**config.mk**
```make
export PLATFORM = sky130hd
export DESIGN_NAME = module_key_debounce
export DESIGN_NICKNAME = d
export VERILOG_FILES = /design/src/rtl/module_key_debounce.sv
export SDC_FILE = /design/constraint.sdc
export NUM_CORES = 1
export LEC_CHECK = 0
export BUFFER_PORTS_ARGS = -buffer_cell sky130_fd_sc_hd__buf_2
export CORE_UTILIZATION = 59
export CTS_CLUSTER_DIAMETER = 40
export DETAILED_ROUTE_END_ITERATION = 8
export PLACE_DENSITY = 0.85
export SYNTH_ARGS = -nofsm -noshare
export SYNTH_HDL_FRONTEND = slang
export SYNTH_SLANG_ARGS = --single-unit
```
**constraint.sdc**
```tcl
create_clock -name clk -period 2.7 [get_ports clk]
set_input_delay 0.81 -clock clk [delete_from_list [all_inputs] [get_ports clk]]
set_output_delay 0.81 -clock clk [all_outputs]
set_load 0.03 [all_outputs]
```
**src/rtl/module_key_debounce.sv**
```systemverilog
// Keypad debouncer: turns the scanner's raw key_valid/key_raw into one
// clean press strobe, a held level and one release strobe per key press.
module module_key_debounce #(
   parameter int DEBOUNCE_CYCLES = 270000
) (
   input  logic       clk,
   input  logic       rst_n,
   input  logic       key_valid,
   input  logic [3:0] key_raw,
   output logic [3:0] key_code,
   output logic       key_pulse,
   output logic       key_held,
   output logic       release_pulse
);

   localparam int CNT_W = $clog2(DEBOUNCE_CYCLES + 1);
   localparam logic [CNT_W-1:0] CNT_LAST = CNT_W'(DEBOUNCE_CYCLES - 1);

   if (DEBOUNCE_CYCLES < 1) begin : g_bad_param
      $error("DEBOUNCE_CYCLES must be >= 1");
   end

   typedef enum logic [1:0] {
      IDLE,
      PRESS_CHK,
      HELD,
      RELEASE_CHK
   } state_t;

   state_t           state;
   state_t           state_n;
   logic [CNT_W-1:0] cnt;
   logic [CNT_W-1:0] cnt_n;
   logic [3:0]       cand;
   logic [3:0]       cand_n;
   logic [3:0]       code_n;
   logic             pulse_n;
   logic             held_n;
   logic             rel_n;

   logic             press_match;
   logic             held_match;
   logic             cnt_done;

   assign press_match = key_valid && (key_raw == cand);
   assign held_match  = key_valid && (key_raw == key_code);
   assign cnt_done    = (cnt == CNT_LAST);

   always_ff @(posedge clk or negedge rst_n) begin
      if (!rst_n) begin
         state         <= IDLE;
         cnt           <= '0;
         cand          <= '0;
         key_code      <= '0;
         key_pulse     <= 1'b0;
         key_held      <= 1'b0;
         release_pulse <= 1'b0;
      end else begin
         state         <= state_n;
         cnt           <= cnt_n;
         cand          <= cand_n;
         key_code      <= code_n;
         key_pulse     <= pulse_n;
         key_held      <= held_n;
         release_pulse <= rel_n;
      end
   end

   // Strobes default low so each fires for exactly one cycle.
   always_comb begin
      state_n = state;
      cnt_n   = cnt;
      cand_n  = cand;
      code_n  = key_code;
      pulse_n = 1'b0;
      held_n  = key_held;
      rel_n   = 1'b0;
      unique case (state)
         IDLE: begin
            if (key_valid) begin
               cand_n  = key_raw;
               cnt_n   = '0;
               state_n = PRESS_CHK;
            end
         end
         PRESS_CHK: begin
            if (!press_match) begin
               cnt_n   = '0;
               state_n = IDLE;
            end else if (cnt_done) begin
               code_n  = cand;
               pulse_n = 1'b1;
               held_n  = 1'b1;
               state_n = HELD;
            end else begin
               cnt_n = cnt + CNT_W'(1);
            end
         end
         HELD: begin
            if (!held_match) begin
               cnt_n   = '0;
               state_n = RELEASE_CHK;
            end
         end
         RELEASE_CHK: begin
            // A returning matching sample is contact bounce, not a new press.
            if (held_match) begin
               cnt_n   = '0;
               state_n = HELD;
            end else if (cnt_done) begin
               held_n  = 1'b0;
               rel_n   = 1'b1;
               state_n = IDLE;
            end else begin
               cnt_n = cnt + CNT_W'(1);
            end
         end
         default: begin
            cnt_n   = '0;
            state_n = IDLE;
         end
      endcase
   end

endmodule

```
**Word level (Yosys, flattened, before mapping)**

Index checks and enable logic that the tools add are counted.

- Reductions and logical operators: 9
- Equal/unequal tests: 14
- Muxes and demuxes: 23
- Add/subtract/negate cells: 1

Operators by type and width:

| cell | count |
|---|---|
| $mux W19 | 5 |
| $pmux W19 S4 | 1 |
| $add A19 B1 Y19 const B | 1 |
| $eq A19 B19 Y1 const B | 1 |
| $mux W2 | 6 |
| $ne A2 B2 Y1 const B | 6 |
| $mux W1 | 9 |
| $eq A4 B4 Y1 | 2 |
| $pmux W2 S4 | 1 |
| $ne A3 B3 Y1 const B | 2 |
| $reduce_and A5 Y1 | 1 |
| $eq A2 B2 Y1 const B | 2 |
| $reduce_and A2 Y1 | 2 |
| $reduce_and A4 Y1 | 1 |
| $reduce_and A3 Y1 | 1 |
| $eq A2 B1 Y1 const B | 1 |
| $logic_and A1 B1 Y1 | 2 |
| $logic_not A2 Y1 | 1 |
| $pmux W1 S2 | 1 |
| $reduce_bool A2 Y1 | 1 |

- Bits of input ports: 7
- Flip-flop bits (word level): 32

**Logic depth before layout (Yosys ltp)**

- Word-level depth: 4
- Depth in mapped cells: 7
- Gate-level depth less buffers: 7

**Worst setup path after synthesis**

OpenSTA, ideal clock, no wires.

- Path type: input -> register
- Start point: input port key_raw[1]
- End point: register cnt[0]
- Library setup time: 0.125 ns
- Data required time: 2.575 ns
- Data arrival time: 2.137 ns
- Path buffers: 1
- Slack: 0.438 ns
- Stages: 7
- Cell sequence: xnor2_1 nand3_1 o211ai_1 and2_1 buf_2 o21ai_1 mux2_2

- Word-level cells in the longest chain between the ends: 4
- Elaborated cells on any way between the ends: 9

Ends and longest elaborated chain:

| element | line | RTL |
|---|---|---|
| start: declaration | 9 | `input logic [3:0] key_raw,` |
| $eq A4 B4 Y1 (on tied branches) | 46, 45 |  |
| $logic_and A1 B1 Y1 (on tied branches) | 46, 45 |  |
| $mux W19 (tied with other cells) | 107 | `if (held_match) begin` |
| $pmux W19 S4 / $reduce_and A2 Y1 (equally long branches) | -- |  |
| end signal: assignment | 60 | `cnt <= cnt_n;` |
| end: declaration | 32 | `logic [CNT_W-1:0] cnt;` |

Parallel ways exist; a longest one is shown, timed or not.
A chain may end at the register's enable or synchronous reset.

**Final worst setup path**

- Start point: register cnt[15]
- End point: register key_code[1]

- Word-level cells in the longest chain between the ends: 2

Ends and longest elaborated chain:

| element | line | RTL |
|---|---|---|
| $eq A19 B19 Y1 | 47 | `assign cnt_done = (cnt == CNT_LAST);` |
| $reduce_and A3 Y1 (no line) | -- |  |
| end signal: assignment | 62 | `key_code <= code_n;` |
| end: declaration | 10 | `output logic [3:0] key_code,` |

No other way between the ends.

==> results.py <==
metrics = {
    "run_status": {
        "status": "finished, final reports clean",
    },
    "pwr": {
        "vdd_drop_max_v": 0.000465,
        "leakage_nw": 0.828,
        "power_density_nw_per_um2": 632,
        "finalPower_w": 0.00123,
    },
    "yosys": {
        "syn_nets": 187,
        "ys_seq_elements": 32,
        "syn_area_um2": 1740,
        "synth_top_area_share": 0.460,
        "async_flop_share": 1.00,
        "synth.distinct_cells": 37,
        "synth_edf_count": 0,
        "seq_area_frac_synth": 0.460,
        "synth_most_common_cell": "dfrtp_1",
        "yosys.area.top_type": "dfrtp_1",
        "yosys-top-cells-count": "dfrtp_1, nand2_1, nand3_1, o21ai_0, nor2_1",
        "synth_area_per_cell_um2": 9.73,
        "ys_warn_count": 0,
        "synthCells": 179,
        "synthFlopType": "dfrtp_1",
        "synthTopCellsByArea": "dfrtp_1, nand3_1, o21ai_0",
    },
    "grt": {
        "grt_pass1_wl_mm": 6.85,
        "grt_overflow_total": 0,
        "antenna_found_initial": 0,
        "grtUsageMet2": 0.474,
        "top_usage_layer": "met2",
        "grt_util_met1": 0.353,
        "grt_pass1_vias": 1531,
        "grt_usage": 0.283,
        "grt_max_degree": 33,
        "use_met3": 0.0622,
    },
    "clock_network": {
        "insertion_delay_ps": 340,
        "cts_resized": 0,
        "hold_buffers": 0,
        "cts.clk_slew.worst_paths_ps": 110,
        "postCtsSetupRepairBufs": 0,
        "htreeDepth": 2,
        "cts_tree": "yes",
        "ctsRootBufferMaster": "clkbuf_4",
        "ctsLongestPathBuffers": 2,
        "numCtsBuffers": 5,
        "cts.sinks": 32,
    },
    "layout": {
        "num_antenna_cells": 0,
        "drive_gt1_frac": 0.200,
        "n_fill_cell": 202,
        "nNetsFinal": 207,
        "syn_to_final_growth_pct": 11.7,
        "final_area_um2": 1950,
    },
    "worst_setup_path": {
        "cp_max_fo": 7,
        "cp.required_ps": 2930,
        "critical_path_arrival_ps": 2650,
        "worst_setup_path_end_kind": "register",
        "critPathLaunchType": "register",
        "crit_type": "register to register",
    },
    "floorplan": {
        "die_area_um2": 3170,
        "die_x_um": 56.3,
        "dieHeight_um": 56.3,
        "core.rowCount": 19,
        "coreArea_um2": 2780,
        "io_pins": 14,
        "start_util": 0.626,
    },
    "sta": {
        "fin_crit_sh": 0.897,
        "worst_clock_skew_ps": 11.6,
        "slew_headroom": 0.497,
        "tns_ps": 0,
        "rsz0062_at_grt": "false",
        "period_needed_ps": 2420,
        "finalHoldViolations": 0,
        "worst_pin_slew_ps": 748,
        "setup_viol": 0,
        "timing.fmax_ghz": 0.413,
        "hold_ws_ps": 497,
        "slew_violations": 0,
    },
    "route": {
        "firstDrtPassIters": 5,
        "wl_per_cell_um": 16.7,
        "num_vias": 1504,
        "drt-total-wl_mm": 3.87,
        "vias_per_cell": 6.51,
        "drc": 0,
        "antenna_left": 0,
        "drt_iter0_drc": 94,
    },
    "placed_design": {
        "dp_hpwl_mm": 2.69,
        "finalWeightedCongestion": 0.863,
        "placed_cell_area_um2": 1850,
        "portBuffers": 13,
    },
    "run": {
        "drv_cap": 0,
    },
    "hold_path": {
        "min_path_type": "input port to async pin",
    },
}
==> state kept, by name, summed over array words and instances (netlist names) <==
name	cells
release_pulse	1
key_pulse	1
cnt	19
cand	4
key_held	1
state	2
key_code	4
==> worst paths after layout <==
kind                       cells past startpoint  slack (ps)                 endpoint                start
max in group asynchronous                      1        1750      cnt[16]$_DFFE_PN0P_                rst_n
min in group clk                               1         500      cnt[18]$_DFFE_PN0P_  cnt[18]$_DFFE_PN0P_
hold / removal                                 1         500  key_code[3]$_DFFE_PN0P_                rst_n
setup / recovery                               5         280  key_code[1]$_DFFE_PN0P_  cnt[15]$_DFFE_PN0P_
hold reg to reg                                1         500      cnt[18]$_DFFE_PN0P_  cnt[18]$_DFFE_PN0P_
setup reg to reg                               5         280  key_code[1]$_DFFE_PN0P_  cnt[15]$_DFFE_PN0P_
==> through the flow <==
stage               instances   util  setup slack, ps
detailed placement        223  0.665              189
floorplan                 179      -              438
global placement          223  0.665              262
global route              231  0.700              232
finish                    231  0.700              277
CTS                       231  0.700              302
==> per-layer routing <==
| metal | up-vias | routed length (µm) |
|---|---|---|
| met4 | 0 | 71 |
| met2 | 61 | 1950 |
| met1 | 729 | 1580 |
| met3 | 10 | 267 |
| met5 | - | 0 |
| li1 | 704 | - |
==> cell type report <==
type | count | area, µm² | area share
clock buffers | 7 | 65.1 | 0.0334
clock inverters | 1 | 30.0 | 0.0154
inverters | 6 | 22.5 | 0.0116
multi-input cells | 137 | 893 | 0.459
flip-flops and latches | 32 | 801 | 0.412
well taps | 31 | 38.8 | 0.0199
repair buffers | 17 | 95.1 | 0.0489
==> where the power goes <==
part / total (W) / internal, W / leakage (nW) / switching, W
combinational: 0.000243 / 0.000102 / 0.341 / 0.000141
clock: 0.000420 / 0.000246 / 0.0515 / 0.000174
sequential: 0.000567 / 0.000520 / 0.436 / 0.0000471
==> critical path: stages, from the launching register on <==
cell	delay, ps
dfrtp_1	440
nor4b_1	420
nand2_1	160
or4_1	750
nor2_8	220
mux2_4	320
==> placed cells by master (no fill, tap or decap), types with 6 or more instances in the layout <==
master   Yosys  layout
xnor2_1      7       7
nand2_1     18      18
buf_2        2      13
nor2_1      12      12
inv_1        6       6
o21ai_0     14      14
nor3_1       6       6
dfrtp_1     32      32
nand3_1     16      16
a21oi_1     11      11
==> cell families (layout without fill, tap and decap cells) <==
family | after synthesis | count (layout) | synth area share
xor gates and xnor gates | 8 | 8 | 0.0402
muxes | 11 | 11 | 0.0783
buffers and inverters | 10 | 31 | 0.0273
DFF | 32 | 32 | 0.460
AOI/OAI and AO/OA | 40 | 40 | 0.136
and+or+nand+nor | 77 | 77 | 0.251
adders and majority gates | 1 | 1 | 0.00718
(Power assumes the default switching activity.)
